--- config.mk ---
export PLATFORM = sky130hd
export DESIGN_NAME = branch_pc_unit
export DESIGN_NICKNAME = d
export VERILOG_FILES = /design/src/rtl/branch_pc_unit.sv
export SDC_FILE = /design/constraint.sdc
export NUM_CORES = 1
export LEC_CHECK = 0
export BUFFER_PORTS_ARGS = -buffer_cell sky130_fd_sc_hd__buf_2
export CAP_MARGIN = 20
export CORE_MARGIN = 5
export CORE_UTILIZATION = 50
export CTS_CLUSTER_DIAMETER = 150
export DETAILED_ROUTE_END_ITERATION = 8
export PLACE_DENSITY = 0.78
export SYNTH_ARGS = -nofsm -noshare
export SYNTH_HDL_FRONTEND = slang
export SYNTH_SLANG_ARGS = --single-unit
--- constraint.sdc ---
create_clock -name clk -period 2.92 [get_ports clk]
set_input_delay 0.292 -clock clk [delete_from_list [all_inputs] [get_ports clk]]
set_output_delay 0.292 -clock clk [all_outputs]
set_load 0.005 [all_outputs]
--- src/rtl/branch_pc_unit.sv ---
// branch_pc_unit: program-counter sequencer with branch/jump redirect,
// one-cycle flush on redirect, and a sticky misaligned-target trap.
module branch_pc_unit #(
    parameter int                DWIDTH   = 32,
    parameter logic [DWIDTH-1:0] RESET_PC = 32'h0000_2000
) (
    input  logic              clk,
    input  logic              rst,
    input  logic              stall,
    input  logic              valid_in,
    input  logic              is_branch,
    input  logic              is_jal,
    input  logic              is_jalr,
    input  logic [2:0]        funct3,
    input  logic [DWIDTH-1:0] target,
    input  logic              br_eq,
    input  logic              br_lt,
    output logic              br_un,
    output logic [DWIDTH-1:0] pc,
    output logic              taken,
    output logic              flush,
    output logic              trap,
    output logic [DWIDTH-1:0] epc,
    output logic [31:0]       redirect_cnt
);

    typedef enum logic {
        ST_RUN  = 1'b0,
        ST_TRAP = 1'b1
    } state_t;

    state_t            r_state;
    state_t            w_state_nxt;
    logic [DWIDTH-1:0] r_pc;
    logic [DWIDTH-1:0] w_pc_nxt;
    logic [DWIDTH-1:0] r_epc;
    logic [DWIDTH-1:0] w_epc_nxt;
    logic [31:0]       r_cnt;
    logic [31:0]       w_cnt_nxt;
    logic              r_flush;
    logic              w_flush_nxt;
    logic              w_cond;
    logic              w_taken;
    logic              w_misaligned;
    logic [DWIDTH-1:0] w_eff_target;

    // The comparator is told to compare unsigned for BLTU/BGEU (funct3[1]=1)
    assign br_un = funct3[1];

    // Branch condition decode from funct3 and comparator flags
    always_comb begin
        w_cond = 1'b0;
        case (funct3)
            3'b000:  w_cond = br_eq;
            3'b001:  w_cond = ~br_eq;
            3'b100:  w_cond = br_lt;
            3'b101:  w_cond = ~br_lt;
            3'b110:  w_cond = br_lt;
            3'b111:  w_cond = ~br_lt;
            default: w_cond = 1'b0;
        endcase
    end

    // Effective redirect address; jal wins over jalr, jalr clears bit 0
    always_comb begin
        w_eff_target = target;
        if (is_jal) begin
            w_eff_target = target;
        end else if (is_jalr) begin
            w_eff_target = {target[DWIDTH-1:1], 1'b0};
        end
    end

    assign w_taken      = valid_in & (r_state == ST_RUN) &
                          (is_jal | is_jalr | (is_branch & w_cond));
    assign w_misaligned = |w_eff_target[1:0];

    // Next-state logic: sequential fetch, redirect, or trap entry
    always_comb begin
        w_state_nxt = r_state;
        w_pc_nxt    = r_pc;
        w_epc_nxt   = r_epc;
        w_cnt_nxt   = r_cnt;
        w_flush_nxt = 1'b0;
        case (r_state)
            ST_RUN: begin
                if (!stall) begin
                    if (w_taken) begin
                        w_flush_nxt = 1'b1;
                        if (w_misaligned) begin
                            // Trap keeps the faulting pc and records it in epc
                            w_state_nxt = ST_TRAP;
                            w_epc_nxt   = r_pc;
                        end else begin
                            w_pc_nxt  = w_eff_target;
                            w_cnt_nxt = r_cnt + 32'd1;
                        end
                    end else begin
                        w_pc_nxt = r_pc + DWIDTH'(4);
                    end
                end
            end
            ST_TRAP: begin
                // Frozen until reset
                w_state_nxt = ST_TRAP;
            end
            default: w_state_nxt = ST_RUN;
        endcase
    end

    // State register with synchronous reset overriding every other input
    always_ff @(posedge clk) begin
        if (rst) begin
            r_state <= ST_RUN;
            r_pc    <= RESET_PC;
            r_epc   <= '0;
            r_cnt   <= '0;
            r_flush <= 1'b0;
        end else begin
            r_state <= w_state_nxt;
            r_pc    <= w_pc_nxt;
            r_epc   <= w_epc_nxt;
            r_cnt   <= w_cnt_nxt;
            r_flush <= w_flush_nxt;
        end
    end

    assign pc           = r_pc;
    assign taken        = w_taken;
    assign flush        = r_flush;
    assign trap         = (r_state == ST_TRAP);
    assign epc          = r_epc;
    assign redirect_cnt = r_cnt;

endmodule

==> run summary <==
Finish-stage setup viols - 0
fin crit share - 84.6%
CTS tree - done
DR vias/cell - 5.68
Synth cell types - 47
critical path class - flip-flop to flip-flop
setup bufs post-CTS - 0
HPWL after DPL - 9590 µm
Yosys top cell area share - 42.2%
leakage - 2.18 nW
ys async rst share - 0%
Worst Path Max Fanout - 11
largest net degree at the start of global routing - 43
worst hold-check path type - primary input to flip-flop
initial core utilization - 50.9%
Syn Std Cell Area - 4650 µm²
PortBufs - 143
Avg Cell Area, Syn - 7.81 µm²
nets - 773
Yosys top cell by area - dfxtp_1
root buf cell - clkbuf_8
syn_nets - 642
Total GRT Usage - 23.1%
Period minus WS final - 2.47 ns
CP Data Arrival Time - 2.71 ns
DRC - 0
power per standard cell area - 456 nW/µm²
area delta synth->final - 22.0%
outcome - finished clean
total number of vias - 4798
Die Y - 106 µm
CP bufs+invs - 0
1st-pass router iterations - 5
Max-Cap Viols - 0
Least-Margin Pin Slew - 0.683 ns
EDFF count, synth - 0
RSZ-0062 raised after global routing - false
Num CTS Buffers - 9
worst vdd ir - 0.315 mV
yosys warns - 0
CTS H-Tree Depth - 3
post-route ant nets - 0
relative slew slack - 54.1%
clk slew on worst S/H paths - 0.10 ns
CP cell instances - nand4_1 > or4_1 > or2_2 > or3_1 > o21ai_0 > a211oi_1
Die X - 106 µm
Setup TNS Final - 0 ns
CTS max path bufs - 2
gr ovfl total - 0
layout cells sized above 1 - 25.8%
Req. time, crit path - 3.17 ns
slowest CP cell - or4_1
routed wire length - 13100 µm
top post-synthesis cells by area - dfxtp_1 (42%), a21oi_1 (8.6%), nand2_1 (7.8%)
Seq/Total Area, Yosys - 42.2%
row count - 35
placed inst area - 5490 µm²
Crit. End Element - flip-flop
ys flop type - dfxtp_1
Crit path max-delay family - simple AND/OR/NAND/NOR gates
vias in the first global route - 4401
f_max - 405 MHz
first-pass GRT wire length - 21600 µm
fill count - 841
Final GP Congestion - 0.881
Gate Count Post-Synth - 596
initial drt markers - 307
Clock Latency Late Sink - 0.37 ns
clk sink count - 98
post-cts resize count - 0
antenna violations before repair - 1
DIE AREA - 11300 µm²
Fin Clk Skew - 0.0133 ns
final instance area - 5680 µm²
hold buffers post-CTS - 0
routed len/inst - 15.5 µm
Worst setup SP type - flip-flop
area of the core - 9150 µm²
crit-path max cell delay - 0.79 ns
final hold violation count - 0
Final Max Tran Viols - 0
number of synthesized register bits - 98
io pins - 144
final cells by class:
cell class              count  area (µm²)  area share, %
multi-input cells         433        2450           43.1
inverters                  25        93.8           1.65
well taps                 111         139           2.45
clock buffers              10         138           2.42
flip-flops and latches     98        1960           34.6
clock inverters             6        47.5          0.838
diodes                      1        2.50         0.0441
repair buffers            160         846           14.9
through the flow:
step	hold WS [ns]	setup slack, ns	power (W)	instances	utilization, %
2_1_floorplan	0.371	0.623	0.00163	596	-
3_3_place_gp	0.438	0.580	0.00177	827	60.0
3_5_place_dp	0.445	0.474	0.00178	827	60.0
4_1_cts	0.190	0.467	0.00260	843	62.0
5_1_grt	0.208	0.287	0.00271	844	62.0
6_report	0.205	0.451	0.00259	844	62.0
kinds of logic after synthesis:
| group | share of synthesized area (%) |
|---|---|
| multiplexers | 0.699 |
| AO/OA/AOI/OAI | 22.3 |
| AND/OR/NAND/NOR | 23.0 |
| flip-flops | 42.2 |
| adder cells (fa/ha/maj) | 0.538 |
| XOR/XNOR | 5.65 |
| buffers and inverters | 5.67 |
synth_stat cells, drive strengths merged, types with 4 or more instances:
library cell,n
o32ai,13
inv,25
o21ai,25
buf,7
a2111oi,4
nand2,97
a211oi,23
nor2,49
o31a,6
dfxtp,98
nand3,24
a21oi,80
xnor2,28
or3,10
nor3,15
or2,5
clkbuf,33
nand4,15
state kept, by name, indices dropped and copies added, names as in the netlist:
signal and flops:
epc 32, flush 1, pc 32, redirect_cnt 32, trap 1
final timing paths:
path / cells after the start / slack, ns / start / end
min reg2reg: 2 / 0.46 / epc[26] / epc[26]
min: 3 / 0.21 / target[14] / pc[14]
max reg2reg: 6 / 0.45 / pc[6] / pc[25]
max: 6 / 0.45 / pc[6] / pc[25]
routing by layer:
layer	GRT usage, %	up-vias	wire length, µm
met5	0	-	0
met4	7.85	0	278
met3	4.68	25	976
met2	38.4	175	6310
met1	29.9	2246	5540
li1	-	2352	-
power breakdown:
group / leakage (nW) / switching, W / total [W] / internal, W
sequential: 0.793 / 0.0000506 / 0.00142 / 0.00137
clock: 0.0937 / 0.000498 / 0.000840 / 0.000343
combinational: 1.29 / 0.000197 / 0.000325 / 0.000128
tightest hold or removal path: cells and delay by family:
family	cells	cell delay [ns]
buffers and inverters	1	0.07
AO/OA/AOI/OAI	2	0.16
layout by cell type, fill, tap and decap left out, types with 3 or more instances in the layout:
cell type  count
a211oi_1      23
a21oi_1       79
and3_1         3
buf_2        142
buf_4         18
clkbuf_8      10
dfxtp_1       98
inv_1         25
inv_6          3
nand2_1       97
nand2b_1       3
nand3_1       24
nand4_1       14
nor2_1        49
nor3_1        14
nor4_1         3
o21ai_0       24
o31a_1         6
o32ai_1       13
or2_2          4
or3_1         10
xnor2_1       28
No activity file was read; power rests on OpenSTA's default activity.
